--- src/rtl/reg_write_scoreboard.sv ---
// Register-file write-enable decoder with per-register pending-write scoreboard.
// Tracks outstanding writes with saturating counters and raises RAW/WAW issue stalls.
module reg_write_scoreboard #(
   parameter int NUM_REGS  = 32,
   parameter int ADDR_W    = 5,
   parameter int CNT_W     = 2,
   parameter int ZERO_REG  = 1,
   parameter int BYPASS_WB = 1
) (
   input  logic                clk,
   input  logic                rst_n,
   input  logic                flush,
   input  logic                issue_valid,
   input  logic                issue_we,
   input  logic [ADDR_W-1:0]   issue_rd,
   input  logic [ADDR_W-1:0]   issue_rs1,
   input  logic [ADDR_W-1:0]   issue_rs2,
   output logic                issue_ready,
   input  logic                wb_valid,
   input  logic [ADDR_W-1:0]   wb_rd,
   output logic [NUM_REGS-1:0] write_flag,
   output logic [NUM_REGS-1:0] busy,
   output logic                wb_underflow
);

   localparam logic [CNT_W-1:0] CNT_MAX = '1;
   localparam logic [CNT_W-1:0] CNT_ONE = CNT_W'(1);

   logic [CNT_W-1:0]    cnt_q [NUM_REGS];
   logic [CNT_W-1:0]    cnt_d [NUM_REGS];
   logic [NUM_REGS-1:0] busy_q, busy_d;
   logic                uf_q, uf_d;
   logic                hz1, hz2, sat, iss;

   always_comb begin
      write_flag = '0;
      if (wb_valid) write_flag[wb_rd] = 1'b1;
      if (ZERO_REG != 0) write_flag[0] = 1'b0;
   end

   // A source is clear when its last pending write retires this very cycle.
   always_comb begin
      hz1 = busy_q[issue_rs1] &&
            !((BYPASS_WB != 0) && wb_valid && (wb_rd == issue_rs1) &&
              (cnt_q[issue_rs1] == CNT_ONE)) &&
            !((ZERO_REG != 0) && (issue_rs1 == '0));
      hz2 = busy_q[issue_rs2] &&
            !((BYPASS_WB != 0) && wb_valid && (wb_rd == issue_rs2) &&
              (cnt_q[issue_rs2] == CNT_ONE)) &&
            !((ZERO_REG != 0) && (issue_rs2 == '0));
      sat = issue_we && (cnt_q[issue_rd] == CNT_MAX);
      issue_ready = !(hz1 || hz2 || sat);
      iss = issue_valid && issue_ready && issue_we;
   end

   always_comb begin
      logic zr, i_hit, w_hit;
      uf_d = uf_q;
      for (int unsigned r = 0; r < NUM_REGS; r++) begin
         cnt_d[r] = cnt_q[r];
         zr    = (ZERO_REG != 0) && (r == 0);
         i_hit = iss && (issue_rd == ADDR_W'(r)) && !zr;
         w_hit = wb_valid && (wb_rd == ADDR_W'(r)) && !zr;
         if (flush) begin
            cnt_d[r] = '0;
         end else if (i_hit && !w_hit) begin
            cnt_d[r] = cnt_q[r] + CNT_ONE;
         end else if (w_hit && !i_hit) begin
            if (cnt_q[r] != '0) cnt_d[r] = cnt_q[r] - CNT_ONE;
            else                uf_d     = 1'b1;
         end
         busy_d[r] = (cnt_d[r] != '0);
      end
   end

   always_ff @(posedge clk or negedge rst_n) begin
      if (!rst_n) begin
         cnt_q  <= '{default: '0};
         busy_q <= '0;
         uf_q   <= 1'b0;
      end else begin
         cnt_q  <= cnt_d;
         busy_q <= busy_d;
         uf_q   <= uf_d;
      end
   end

   assign busy         = busy_q;
   assign wb_underflow = uf_q;

endmodule

--- config.mk ---
export PLATFORM = sky130hd
export DESIGN_NAME = reg_write_scoreboard
export DESIGN_NICKNAME = d
export VERILOG_FILES = /design/src/rtl/reg_write_scoreboard.sv
export SDC_FILE = /design/constraint.sdc
export NUM_CORES = 1
export LEC_CHECK = 0
export ABC_AREA = 1
export CORE_MARGIN = 2
export CORE_UTILIZATION = 49
export CTS_BUF_LIST = sky130_fd_sc_hd__clkbuf_8
export DETAILED_ROUTE_END_ITERATION = 6
export PLACE_DENSITY_LB_ADDON = 0.2
export SYNTH_ARGS = -nofsm -noshare
export SYNTH_HDL_FRONTEND = slang
export SYNTH_SLANG_ARGS = --single-unit
--- constraint.sdc ---
create_clock -name clk -period 6.6 [get_ports clk]
set_clock_uncertainty 0.2 [all_clocks]
set_input_delay 0.66 -clock clk [delete_from_list [all_inputs] [get_ports clk]]
set_output_delay 0.66 -clock clk [all_outputs]
set_load 0.02 [all_outputs]
[Word-level counts from Yosys, hierarchy flattened]
Cells that the tools add are included.
Word-level totals
  register bits: 97
  input bits: 26
  output and inout port bits: 66
  logic and storage cells: 708
Cells by class
  add/sub/neg operators: 62
  $lt $le $gt $ge: 7
  equal/unequal tests: 67
  mux-type cells: 265
  bitwise operators: 3
  reduce and logical (&&, ||, !) cells: 270
Operators by type and width (number)
  2-to-1 mux 2 bit: 131
  == test 5 bit (second input constant): 32
  logical AND 1 bit: 136
  2-to-1 mux 1 bit: 127
  nonzero test 2 bit: 63
  == test 5 x 4 -> 1 bit (second input constant): 16
  zero test 1 bit: 67
  adder 2 x 1 -> 2 bit (second input constant): 31
  subtractor 2 x 1 -> 2 bit (second input constant): 31
  == test 5 x 3 -> 1 bit (second input constant): 8
  2-to-1 mux 32 bit: 1
  binary-select mux 2 bit (select 5 bit): 3
  == test 5 x 2 -> 1 bit (second input constant): 4
  >= comparator 6 bit (second input constant): 3
  less-than comparator 5 x 6 -> 1 bit (second input constant): 3
  NOT 5 -> 6 bit: 3
  binary-select mux 1 bit (select 5 bit): 2
  == test 5 x 1 -> 1 bit (second input constant): 2
  == test 5 bit: 2
  zero test 5 bit: 2
  demux 1 bit (select 5 bit): 1
  >= comparator 5 x 1 -> 1 bit (second input constant): 1
  == test 2 x 1 -> 1 bit (second input constant): 2
  == test 2 bit (second input constant): 1
  logical OR 1 bit: 2

[Logic depth before layout (Yosys ltp)]
Gate-level depths: netlist of run 1.
  depth after elaboration: 140
  mapped depth: 24
  depth with buffers taken out: 21

[Worst setup path before layout of run 1]
OpenSTA, ideal clock, no wires.
  path type: input to register
  from: in issue_rs2[2]
  to: reg busy_q[7] (netlist: busy[7])
  library setup time: 123 ps
  arrival time: 2688 ps
  data required time: 6277 ps
  slack: 3589 ps
  stages on the path: 19
  buffers on the path: 2
  cell sequence: buf_2 > inv_1 > buf_4 > nand3_1 > nand3_1 > nand3_1 > nand3_1 > nand3_1 > nand2_1 > inv_1 > nor2_4 > nand2_1 > inv_1 > nand3_1 > or2_1 > nor2_1 > nor3_1 > nand2_1 > o21ai_1
Between the ends
  longest elaborated chain between the ends: 21
  elaborated cells on any way between the ends: 28
  classes of those cells: eq/ne (2); mux (8); bitwise (1); reduce/logical (17)
RTL lines
  start, declared: RTL line 17  | input logic [ADDR_W-1:0] issue_rs2,
  NOT 5 -> 6 bit (not written as such): RTL line 49  | (cnt_q[issue_rs2] == CNT_ONE)) &&
  binary-select mux 2 bit (select 5 bit): RTL line 49
  2-to-1 mux 2 bit (not written as such) (2 in series): RTL line 49
  == test 2 x 1 -> 1 bit: RTL line 49
  logical AND 1 bit: RTL line 48  | !((BYPASS_WB != 0) && wb_valid && (wb_rd == issue_rs2) &&
  zero test 1 bit: RTL line 48
  logical AND 1 bit: RTL line 47  | hz2 = busy_q[issue_rs2] &&
  logical AND 1 bit *: RTL line 49
  [3 not listed]
  named net issue_ready: RTL line 18  | output logic issue_ready,
  [2 not listed]
  logical AND 1 bit *: RTL line 62  | i_hit = iss && (issue_rd == ADDR_W'(r)) && !zr;
  zero test 1 bit: RTL line 68  | end else if (w_hit && !i_hit) begin
  logical AND 1 bit: RTL line 68
  2-to-1 mux 2 bit: RTL line 68
  2-to-1 mux 2 bit *: RTL line 66  | end else if (i_hit && !w_hit) begin
  2-to-1 mux 2 bit *: RTL line 64  | if (flush) begin
  nonzero test 2 bit *: RTL line 72  | busy_d[r] = (cnt_d[r] != '0);
  named net busy_d[7]: RTL line 31  | logic [NUM_REGS-1:0] busy_q, busy_d;
  end signal, assigned: RTL line 83  | busy_q <= busy_d;
  end, declared: RTL line 31
The timed path passes the listed nets; every way through them passes the cells marked *. The select of a mux whose other input is x is not followed.

[Final worst setup path of run 1]
  from: in issue_rs1[2]
  to: out issue_ready
Between the ends
  longest elaborated chain between the ends: 12
  elaborated cells on any way between the ends: 18
  classes of those cells: eq/ne (2); mux (5); bitwise (1); reduce/logical (10)
RTL lines
  start, declared: RTL line 16  | input logic [ADDR_W-1:0] issue_rs1,
  NOT 5 -> 6 bit (not written as such): RTL line 45  | (cnt_q[issue_rs1] == CNT_ONE)) &&
  binary-select mux 2 bit (select 5 bit): RTL line 45
  2-to-1 mux 2 bit (not written as such) (2 in series): RTL line 45
  == test 2 x 1 -> 1 bit: RTL line 45
  logical AND 1 bit: RTL line 44  | !((BYPASS_WB != 0) && wb_valid && (wb_rd == issue_rs1) &&
  zero test 1 bit: RTL line 44
  logical AND 1 bit: RTL line 43  | hz1 = busy_q[issue_rs1] &&
  logical AND 1 bit *: RTL line 45
  logical OR 1 bit * (2 in series): RTL line 52  | issue_ready = !(hz1 || hz2 || sat);
  zero test 1 bit *: RTL line 52
  end, declared: RTL line 18
Every way passes the cells marked *; elsewhere a longest branch is shown, timed or not. The select of a mux whose other input is x is not followed.

==> flow_summary.yaml, run 1 <==
setup_path:
  rr_startpoint: "cnt_q[14]"
  reg2reg_depth: 20
  worstPathCellList: "clkdlybuf4s50_1 -> clkinv_1 -> nor2_1 -> nand3_1 -> nand2_1 -> nand2_1 -> nand2_1 -> nand2_1 -> nand3_1 -> nand2_1 -> nor2_4 -> nand2_1 -> inv_1 -> clkdlybuf4s50_1"
  cp-end-kind: "output pin"
  crit_required_ns: 5.74
  critical_path_class: "in2out"
  max_stage_delay_ns: 0.90
  reg2reg_to: "wb_underflow"
  worst_setup_path_start_kind: "primary input"
  crit_fanout: 28
  worstPathArrival_ns: 4.80
  r2r_setup_slack_ns: 3.07
  crit_top_cell: "nand2_1"
  slowest_stage: "clkdlybuf4s50_1"
clocking:
  insertion_delay_ns: 0.39
  path_clk_slew_ns: 0.09
  holdBufCountCts: 0
  cts_tree: "yes"
  clockBufferDepth: 2
  htreeDepth: 3
  post_cts_buffers: 0
  cts_num_sinks: 97
  root_buffer: "clkbuf_8"
  cts_made_buffers: 9
  cts_resized: 0
synth:
  yosys-top-cells-area: "dfrtp_1 (26%), nand2_1 (15%), ha_1 (13%)"
  synth_fp_nets: 1601
  synth_cell_types: 35
  synth_seq_area_share_pct: 26.1
  synth-edff-count: 0
  ys_ff_latch: 97
  yosys_most_used_dff: "dfrtp_1"
  yosys_warnings: 0
  synth.top_cell.area_share_pct: 26.1
  syn_inst: 1482
  yosysTopAreaCell: "dfrtp_1"
  synthArstFlopShare_pct: 100
  netlist_area_mm2: 0.00930
  avgSynthCellArea_um2: 6.28
placed_design:
  dp_hpwl_um: 23400
  port_buffers: 90
  dpl_cell_area_mm2: 0.0103
  gp_congestion: 1.03
timing:
  rsz0062_at_grt: "false"
  min_period_ns: 5.66
  final-setup-viol-count: 0
  hold_violations: 0
  tightest_slew_ns: 1.16
  fmax_ghz: 0.177
  setup_tns_ns: 0
  drv_slew: 0
  period_share_pct: 85.8
  max_slew_margin_pct: 22.6
hold_path:
  hp-class: "in2async"
cells_and_area:
  drive_above_1_share_pct: 2.47
  final_area_mm2: 0.0105
  nNetsFinal: 1654
  areaGrowthSynthToFinish_pct: 12.8
  diodes: 0
detailed_routing:
  first_pass_iters: 5
  routedWlPerCell_um: 17.1
  antenna_left: 0
  routed_wl_um: 30300
  vias: 10000
  first_iter_violations: 1028
  routed_via_density: 5.66
  drc: 0
floorplanning:
  pin_count: 92
  start_util_pct: 49.9
  die_x_um: 142
  coreArea_mm2: 0.0186
  die_y_um: 142
  std_cell_rows: 50
  fp.dieArea_mm2: 0.0201
outcome:
  status: "complete, no violations"
global_route:
  grt.total_usage_pct: 30.5
  antenna_found_initial: 0
  grt_pass1_vias: 9161
  grt_max_degree: 68
  grt_first_pass_wirelength_um: 48100
  grt.overflow.total: 0
run:
  maxCapViolCount: 0
power:
  p_leak_nw: 5.37
  vdd_drop_max_mv: 0.0896
  p_per_area_mw_per_mm2: 129
Yosys cell counts, types with 2 or more instances:
cell type,number
dfrtp_1,97
o21ai_0,91
o211ai_1,23
o22ai_1,16
buf_4,7
nor4_1,2
nand3b_1,3
buf_2,27
nand2_1,368
or2_1,2
a31oi_1,6
o21ai_1,20
clkbuf_1,21
clkinv_1,2
nand4_1,31
or2_2,4
o2111ai_1,2
a21oi_1,45
nand3_1,144
nor2_1,243
inv_1,189
buf_1,2
o221ai_1,18
nor3_1,11
xnor2_1,3
ha_1,93
inv_2,4
final cells by class:
class	count	area, µm²
Clock buffer	10	138
Clock inverter	5	80.1
Fill cell	1907	8150
Inverter	196	738
Multi-Input combinational cell	1132	5860
Sequential cell	97	2430
Tap cell	234	293
Timing Repair Buffer	99	956
kinds of logic (layout without fill, tap and decap cells):
family / count (synthesis) / after routing / share of synthesized area [%]
other: 1 / 1 / 0.0403
AOI/OAI and AO/OA: 223 / 223 / 13.9
xor gates and xnor gates: 3 / 3 / 0.283
and+or+nand+nor: 812 / 812 / 36.3
DFF: 97 / 97 / 26.1
buffers and inverters: 253 / 310 / 10.9
adders and majority gates: 93 / 93 / 12.5
through the flow:
step	setup slack (ns)	total power, W	util, %	hold slack (ns)	instances
after floorplan	3.59	0.000813	-	0.164	1482
after global placement	1.14	0.000912	55.1	0.328	1758
after detailed placement	1.12	0.000915	55.1	0.346	1758
after CTS	1.13	0.00136	56.3	0.0876	1773
after global routing	0.820	0.00142	56.3	0.129	1773
final	0.937	0.00135	56.3	0.0677	1773
worst max-delay path, delay by kind of cell:
family / cells / cell delay [ns]
buffers and inverters: 4 / 2.20
and+or+nand+nor: 10 / 1.94
routing by layer:
metal | up-vias | global-route usage [%] | routed length (µm)
met5 | - | 0 | 0
met4 | 0 | 13.9 | 1370
met3 | 97 | 4.86 | 2880
met2 | 470 | 48.0 | 13400
met1 | 4560 | 41.3 | 12600
li1 | 4909 | - | -
power by group:
group | leakage [nW] | total (W) | internal, W | switching, W
registers | 1.34 | 0.000620 | 0.000605 | 0.0000145
clock network | 0.110 | 0.000443 | 0.000222 | 0.000221
logic | 3.92 | 0.000291 | 0.0000887 | 0.000202
total | 5.37 | 0.00135 | 0.000916 | 0.000438
worst max path at each step:
stage	startpoint	end	slack, ns	cells after the start
finish	issue_rs1[2]	issue_ready	0.94	14
global route	issue_rs1[2]	issue_ready	0.82	14
CTS	issue_rs1[2]	issue_ready	1.13	14
detailed placement	issue_rs1[2]	issue_ready	1.12	14
global placement	issue_rs1[2]	issue_ready	1.14	14
floorplan	issue_rs2[2]	busy[7]	3.59	19
flip-flops by register name, summed over array words and instances, names as in the netlist:
register / count
busy: 32
wb_underflow: 1
cnt_q: 64
cell usage in the layout (no fill, tap or decap), types with 3 or more instances in the layout:
| master | instances |
|---|---|
| o22ai_1 | 16 |
| clkdlybuf4s50_1 | 87 |
| clkbuf_8 | 10 |
| a31oi_1 | 6 |
| nor2_1 | 243 |
| o211ai_1 | 23 |
| dfrtp_1 | 97 |
| inv_1 | 190 |
| inv_2 | 4 |
| o21ai_1 | 20 |
| nand4_1 | 31 |
| o21ai_0 | 91 |
| xnor2_1 | 3 |
| nor3_1 | 11 |
| nand2_1 | 368 |
| or2_2 | 4 |
| a21oi_1 | 45 |
| ha_1 | 93 |
| buf_4 | 10 |
| nand3b_1 | 3 |
| o221ai_1 | 18 |
| nand3_1 | 144 |
(Power assumes the default switching activity.)
==> inputs of run 2 (changes only) <==
Settings changed: CAP_MARGIN set to 40.
==> flow_summary.yaml, run 2 (same netlist as run 1, synthesis figures left out) <==
cells_and_area:
  diodes: 0
  largest_register_ffs: 64
  seqCellArea_mm2: 0.00243
  multi_input_area_mm2: 0.00586
  drive_above_1_share_pct: 2.60
  final_area_mm2: 0.0105
  areaGrowthSynthToFinish_pct: 12.6
  top_register: "cnt_q"
  nNetsFinal: 1655
  final_cell_count_no_fill: 1775
  layout_commonest_cell: "nand2_1"
  nFillCells: 1884
  final_cell_mix: "nand2_1 (368), nor2_1 (243), inv_1 (190)"
detailed_routing:
  routed_wl_um: 30300
  antenna_left: 0
  routedWlPerCell_um: 17.0
  top_layer: "met4"
  wl_met1_um: 12800
  vias: 10100
  wl_met3_um: 2600
  drc: 0
  routed_via_density: 5.68
  wl_met2_um: 13700
  first_pass_iters: 5
  first_iter_violations: 1079
clocking:
  cts_resized: 0
  htreeDepth: 3
  insertion_delay_ns: 0.40
  cts_num_sinks: 97
  cts_tree: "yes"
  clockBufferDepth: 2
  holdBufCountCts: 0
  root_buffer: "clkbuf_8"
  cts_made_buffers: 9
  post_cts_buffers: 0
  path_clk_slew_ns: 0.10
run:
  maxCapViolCount: 0
global_route:
  grt.overflow.total: 0
  grt.total_usage_pct: 30.2
  grt_max_degree: 52
  grt_first_pass_wirelength_um: 47600
  antenna_found_initial: 0
  grt_pass1_vias: 9129
placed_design:
  dp_slack_ns: 1.14
  place_inst: 1759
  dpl_cell_area_mm2: 0.0103
  gp_congestion: 1.03
  port_buffers: 90
  dp_hpwl_um: 23500
power:
  p_total_w: 0.00130
  p_per_area_mw_per_mm2: 124
  p_leak_nw: 5.36
  vdd_drop_max_mv: 0.106
timing:
  period_share_pct: 85.8
  max_slew_margin_pct: 48.3
  fin_ws_ns: 0.936
  drv_slew: 0
  min_period_ns: 5.66
  fmax_ghz: 0.177
  tightest_slew_ns: 0.773
  hold_violations: 0
  final-setup-viol-count: 0
  setup_tns_ns: 0
  rsz0062_at_grt: "false"
floorplanning:
  die_y_um: 142
  start_util_pct: 49.9
  std_cell_rows: 50
  fp.dieArea_mm2: 0.0201
  pin_count: 92
  coreArea_mm2: 0.0186
  die_x_um: 142
setup_path:
  worst_setup_path_start_kind: "primary input"
  critical_path_class: "in2out"
  worstPathArrival_ns: 4.80
  rr_startpoint: "cnt_q[35]"
  crit_start: "issue_rs1[2]"
  crit_fanout: 28
  crit_required_ns: 5.74
  cp-end-kind: "output pin"
outcome:
  status: "complete, no violations"
hold_path:
  hp-class: "in2async"
[run 2: cell types whose count changed in the layout (fill, tap and decap cells not counted), sizes merged]
cell | before | now
inv | 196 | 197
bufinv | 2 | 0
buf | 12 | 13
clkinv | 2 | 4
[run 2: power breakdown]
part,total (W),switching (W),internal (W)
logic,0.000292,0.000202,0.0000899
clock network,0.000384,0.000235,0.000149
registers,0.000620,0.0000145,0.000605
[run 2: worst max-delay path: stages]
cell and delay [ns]:
clkdlybuf4s50_1 0.91, clkinv_1 0.55, nor2_1 0.60, nand3_1 0.18, nand2_1 0.10, nand2_1 0.08, nand2_1 0.10, nand2_1 0.06
nand3_1 0.06, nand2_1 0.08, nor2_4 0.46, nand2_1 0.21, inv_1 0.13, clkdlybuf4s50_1 0.61
[run 2: per-stage QoR]
| step | utilization, % | hold WS, ns |
|---|---|---|
| final | 56.2 | 0.0580 |
| after global routing | 56.2 | 0.133 |
| after CTS | 56.2 | 0.0881 |
| after detailed placement | 55.2 | 0.343 |
| after global placement | 55.1 | 0.328 |
| after floorplan | - | 0.164 |
[run 2: cell type report]
cell class,count,area share (%)
timing repair buffer,100,9.32
tap,234,2.80
clock buffer,10,1.31
multi-input combinational,1132,55.9
clock inverter,6,0.406
inverter,196,7.05
sequential,97,23.2
[run 2: path summary, 6_finish.rpt]
| path | to | slack, ns | depth (start not counted) |
|---|---|---|---|
| setup / recovery | issue_ready | 0.94 | 14 |
| hold / removal | busy[13] | 0.06 | 1 |
| setup reg to reg | wb_underflow | 3.12 | 20 |
| hold reg to reg | cnt_q[63] | 0.37 | 2 |
| max in group asynchronous | busy[16] | 5.09 | 2 |
| min in group clk | cnt_q[63] | 0.37 | 2 |
[run 2: per-layer routing]
metal | track usage (%) | vias up
li1 | - | 4920
met1 | 40.1 | 4606
met2 | 49.4 | 471
met3 | 4.15 | 88
met4 | 13.2 | 0
met5 | 0 | -
